$ cat config.mk
export PLATFORM = sky130hd
export DESIGN_NAME = reg_io_bridge
export DESIGN_NICKNAME = d
export VERILOG_FILES = /design/src/rtl/cpu_io_pkg.sv /design/src/rtl/btn_debounce.sv /design/src/rtl/reg_io_bridge.sv
export SDC_FILE = /design/constraint.sdc
export NUM_CORES = 1
export LEC_CHECK = 0
export CORE_MARGIN = 3
export CORE_UTILIZATION = 30
export CTS_CLUSTER_DIAMETER = 150
export DETAILED_ROUTE_END_ITERATION = 10
export SLEW_MARGIN = 30
export SYNTH_ARGS = -nofsm -noshare
export SYNTH_HDL_FRONTEND = slang
export SYNTH_SLANG_ARGS = --single-unit
$ cat constraint.sdc
create_clock -name clock -period 2.1 [get_ports clock]
set_clock_uncertainty 0.1 [all_clocks]
set_input_delay 0.63 -clock clock [delete_from_list [all_inputs] [get_ports clock]]
set_output_delay 0.63 -clock clock [all_outputs]
set_load 0.05 [all_outputs]
$ cat src/rtl/cpu_io_pkg.sv
// Shared encodings and widths for the CPU board I/O bridge blocks.
package cpu_io_pkg;

    localparam logic [2:0] ST_IDLE     = 3'd0;
    localparam logic [2:0] ST_PRESS_DB = 3'd1;
    localparam logic [2:0] ST_FIRE     = 3'd2;
    localparam logic [2:0] ST_WAIT_REL = 3'd3;
    localparam logic [2:0] ST_REL_DB   = 3'd4;

    typedef enum logic [2:0] {
        IDLE     = ST_IDLE,
        PRESS_DB = ST_PRESS_DB,
        FIRE     = ST_FIRE,
        WAIT_REL = ST_WAIT_REL,
        REL_DB   = ST_REL_DB
    } btn_state_t;

    localparam int T9_PAD_WIDTH = 8;
    localparam int SW_WIDTH     = 24;
    localparam int DB_CNT_WIDTH = 20;

endpackage

$ cat src/rtl/btn_debounce.sv
// Button synchronizer plus press/release debounce FSM; flags the cycle a press is accepted.
module btn_debounce
    import cpu_io_pkg::*;
#(
    parameter int DEBOUNCE_CYCLES = 1000000
) (
    input  logic clock,
    input  logic reset,
    input  logic raw_btn,
    output logic accept,
    output logic busy
);

    localparam logic [DB_CNT_WIDTH-1:0] CNT_MAX = DB_CNT_WIDTH'(DEBOUNCE_CYCLES - 1);

    btn_state_t              state_reg;
    logic [DB_CNT_WIDTH-1:0] cnt_reg;
    logic [1:0]              sync_reg;
    logic                    btn_s;

    assign btn_s = sync_reg[1];

    always_ff @(posedge clock) begin
        if (reset) begin
            state_reg <= IDLE;
            cnt_reg   <= '0;
            sync_reg  <= '0;
        end else begin
            sync_reg <= {sync_reg[0], raw_btn};
            case (state_reg)
                IDLE: begin
                    if (btn_s) begin
                        state_reg <= PRESS_DB;
                        cnt_reg   <= '0;
                    end
                end
                PRESS_DB: begin
                    if (!btn_s)
                        state_reg <= IDLE;
                    else if (cnt_reg == CNT_MAX)
                        state_reg <= FIRE;
                    else
                        cnt_reg <= cnt_reg + 1'b1;
                end
                FIRE: state_reg <= WAIT_REL;
                WAIT_REL: begin
                    if (!btn_s) begin
                        state_reg <= REL_DB;
                        cnt_reg   <= '0;
                    end
                end
                REL_DB: begin
                    if (btn_s)
                        state_reg <= WAIT_REL;
                    else if (cnt_reg == CNT_MAX)
                        state_reg <= IDLE;
                    else
                        cnt_reg <= cnt_reg + 1'b1;
                end
                default: state_reg <= IDLE;
            endcase
        end
    end

    // High on the edge that moves PRESS_DB into FIRE, so the parent can register with it.
    assign accept = (state_reg == PRESS_DB) && btn_s && (cnt_reg == CNT_MAX);
    assign busy   = (state_reg != IDLE);

endmodule

$ cat src/rtl/reg_io_bridge.sv
// Bridges board switches/button into CPU register $25 and mirrors register $24 onto the LEDs.
module reg_io_bridge
    import cpu_io_pkg::*;
#(
    parameter int DEBOUNCE_CYCLES = 1000000
) (
    input  logic                clock,
    input  logic                reset,
    input  logic [SW_WIDTH-1:0] switches,
    input  logic                confirm_btn,
    input  logic [31:0]         t8_value,
    output logic                outter_input,
    output logic [31:0]         outter_t9,
    output logic [SW_WIDTH-1:0] led,
    output logic                t8_changed,
    output logic                busy
);

    logic [SW_WIDTH-1:0] sw_meta_reg;
    logic [SW_WIDTH-1:0] sw_s;
    logic                accept;
    logic                outter_input_reg;
    logic [31:0]         outter_t9_reg;
    logic [31:0]         t8_held_reg;
    logic                t8_changed_reg;

    genvar gi;
    generate
        for (gi = 0; gi < SW_WIDTH; gi++) begin : g_sw_sync
            always_ff @(posedge clock) begin
                if (reset) begin
                    sw_meta_reg[gi] <= 1'b0;
                    sw_s[gi]        <= 1'b0;
                end else begin
                    sw_meta_reg[gi] <= switches[gi];
                    sw_s[gi]        <= sw_meta_reg[gi];
                end
            end
        end
    endgenerate

    btn_debounce #(
        .DEBOUNCE_CYCLES(DEBOUNCE_CYCLES)
    ) u_btn_debounce (
        .clock  (clock),
        .reset  (reset),
        .raw_btn(confirm_btn),
        .accept (accept),
        .busy   (busy)
    );

    // Strobe and data land together, so $25 sees the new value during the FIRE cycle.
    always_ff @(posedge clock) begin
        if (reset) begin
            outter_input_reg <= 1'b0;
            outter_t9_reg    <= '0;
        end else begin
            outter_input_reg <= accept;
            if (accept)
                outter_t9_reg <= {{T9_PAD_WIDTH{1'b0}}, sw_s};
        end
    end

    always_ff @(posedge clock) begin
        if (reset) begin
            t8_held_reg    <= '0;
            t8_changed_reg <= 1'b0;
        end else begin
            t8_changed_reg <= (t8_value != t8_held_reg);
            t8_held_reg    <= t8_value;
        end
    end

    assign outter_input = outter_input_reg;
    assign outter_t9    = outter_t9_reg;
    assign led          = t8_held_reg[SW_WIDTH-1:0];
    assign t8_changed   = t8_changed_reg;

endmodule

==> results.json <==
{
  "synth_cells": 509,
  "viasPerCell": 4.59,
  "synth-seq-area-share_pct": 50.5,
  "grt_pass1_vias": 3948,
  "crit_path_cell_trace": "or3_4, buf_12",
  "dp_slack_ns": -0.0910,
  "drt-total-wl_microns": 11800,
  "antenna_found_initial": 0,
  "arrival_ns": 1.37,
  "critPathLaunchType": "flop",
  "grt_use_met2_pct": 20.9,
  "slowest_delay_ns": 0.43,
  "htree_levels": 4,
  "cts_buffer_depth": 2,
  "cp_max_fo": 5,
  "largest_reg_flops": 32,
  "hold_viol_final": 0,
  "holdPathStages": 1,
  "irDropWorstVdd_uv": 580,
  "slowest_stage": "or3_4",
  "postCtsHoldBufs": 0,
  "start_util_pct": 31.0,
  "min_period_ns": 2.10,
  "wl_per_cell_microns": 13.7,
  "syn_area_sq_um": 5190,
  "slew_violations": 0,
  "antenna_cells": 0,
  "die_y_microns": 138,
  "hold_path_class": "flop to flop",
  "clkSinkCount": 131,
  "antenna_left": 0,
  "ys_seq_elements": 131,
  "async_reset_ff_share_pct": 0,
  "dp.cells": 821,
  "numCtsBuffers": 17,
  "fin_nets": 687,
  "synthFlopType": "dfxtp_1",
  "synth_top_area_share_pct": 50.5,
  "synth.area.top_cells": "dfxtp_1 (50%), nor2b_1 (10%), xnor2_1 (5.6%), buf_4 (4.8%), mux2i_1 (4.6%)",
  "grt_util_met3_pct": 5.41,
  "final_common_cell": "dfxtp_1",
  "placementRows": 47,
  "areaGrowthSynthToFinish_pct": 37.2,
  "timing.final.ws_setup_ns": 0.00229,
  "cp.required_ns": 1.37,
  "drc_errors": 0,
  "outcome": "completed",
  "postSynthAreaPerCell_sq_um": 10.2,
  "clk_latency_ns": 0.42,
  "layout_common_cells": "dfxtp_1 (127), nor2b_1 (83), buf_4 (82)",
  "globalRouteMet1Util_pct": 15.0,
  "leakagePower_nw": 2.71,
  "yosys.area.top_type": "dfxtp_1",
  "drive_above_1_share_pct": 22.7,
  "synth-edff-count": 0,
  "crit_path_end_kind": "output port",
  "core_area_sq_um": 16800,
  "setup_viol": 0,
  "dp_hpwl_microns": 8080,
  "clock.fmax_mhz": 477,
  "cts_tree": "built",
  "dr.pass1.iters": 5,
  "die-area_sq_um": 18900,
  "die_width_microns": 138,
  "setup.worst_path.class": "flop to output port",
  "grt_usage_pct": 12.8,
  "reg2reg_depth": 6,
  "busiest_layer": "met2",
  "ys_types": 63,
  "drtIter0Drc": 130,
  "ys_warn_count": 0,
  "io_pins": 118,
  "post-route-period-util_pct": 99.9,
  "gp_congestion": 0.812,
  "cap_violations": 0,
  "power.density_nw_per_um2": 863,
  "layout.cells.non_filler": 860,
  "rsz0062_at_grt": "true",
  "grt_pass1_wl_microns": 19100,
  "clk_pin_slew_ns": 0.06,
  "clock-root-buffer": "clkbuf_16",
  "port_buffers": 109,
  "vias": 3950,
  "gr-total-overflow": 0,
  "grt_max_degree": 56
}
[cells in the mapped netlist (all sizes together), types with 4 or more instances]
master,n
o311ai,6
a31oi,6
buf,41
nand4,12
nand3,7
nand2,17
or2,4
clkbuf,13
o31ai,5
and2,4
xnor2,33
nor4,6
nor2b,83
mux2i,24
dfxtp,131
a21oi,20
nor2,38
o21ai,4
inv,4
[worst max-delay path, delay by kind of cell, from the launching register on]
kind	cells	cell delay [ns]
buf+inv	1	0.16
flops	1	0.36
simple gates	1	0.43
[cell families after synthesis]
kind of cell | count (synthesis) | synth area share, %
buf+inv | 60 | 7.61
simple gates | 196 | 23.0
flops | 131 | 50.5
xor+xnor | 33 | 5.56
fa+ha+maj | 1 | 0.241
compound gates | 63 | 8.43
other cells | 1 | 0.0722
mux | 24 | 4.62
[power breakdown]
part / leakage, nW / internal [mW] / switching [mW] / total, mW
Sequential: 1.08 / 2.57 / 0.0330 / 2.60
Clock: 0.298 / 1.94 / 1.10 / 3.04
Combinational: 1.34 / 0.242 / 0.275 / 0.517
Total: 2.71 / 4.75 / 1.41 / 6.15
[layout make-up]
class / instances / area [sq um]
well taps: 220 / 275
flip-flops and latches: 131 / 2630
clock buffers: 21 / 460
fillers: 1594 / 9630
inverters: 4 / 15.0
clock inverters: 11 / 151
multi-input cells: 325 / 2250
repair buffers: 148 / 1350
[stage by stage]
stage	area [sq um]	util (%)	setup TNS, ns	hold WS, ns	total power, mW
6_report	7130	42.5	0	0.335	6.15
5_1_grt	7130	42.5	-0.0324	0.348	6.41
4_1_cts	7010	41.8	-0.00930	0.338	6.25
3_5_place_dp	6370	38.0	-0.122	0.324	3.18
3_3_place_gp	6370	38.0	-0.0402	0.318	3.17
2_1_floorplan	5220	-	0	0.314	3.00
[layer usage]
layer	up-vias	wire length, microns
met5	-	0
met4	0	152
met3	13	836
met2	120	5650
met1	1867	5160
li1	1950	-
[final timing paths]
check                                                              start                                      to  slack (ns)
worst min-delay path                          sw_meta_reg[20]$_SDFF_PP0_                     sw_s[20]$_SDFF_PP0_        0.34
worst min register to register                sw_meta_reg[20]$_SDFF_PP0_                     sw_s[20]$_SDFF_PP0_        0.34
worst max-delay path            u_btn_debounce.state_reg[0]$_SDFFE_PP0P_                                    busy       0.002
worst max register to register   u_btn_debounce.cnt_reg[19]$_SDFFE_PP0P_  u_btn_debounce.cnt_reg[7]$_SDFFE_PP0P_        0.09
[repair_timing]
item | in CTS | in global routing
gates cloned | 0 | 3
buffers inserted | 1 | 3
resized for setup | 6 | 7
pin swaps | 1 | 4
setup endpoints to repair | 4 | 34
Note: power is estimated with default switching activity, not from simulation.
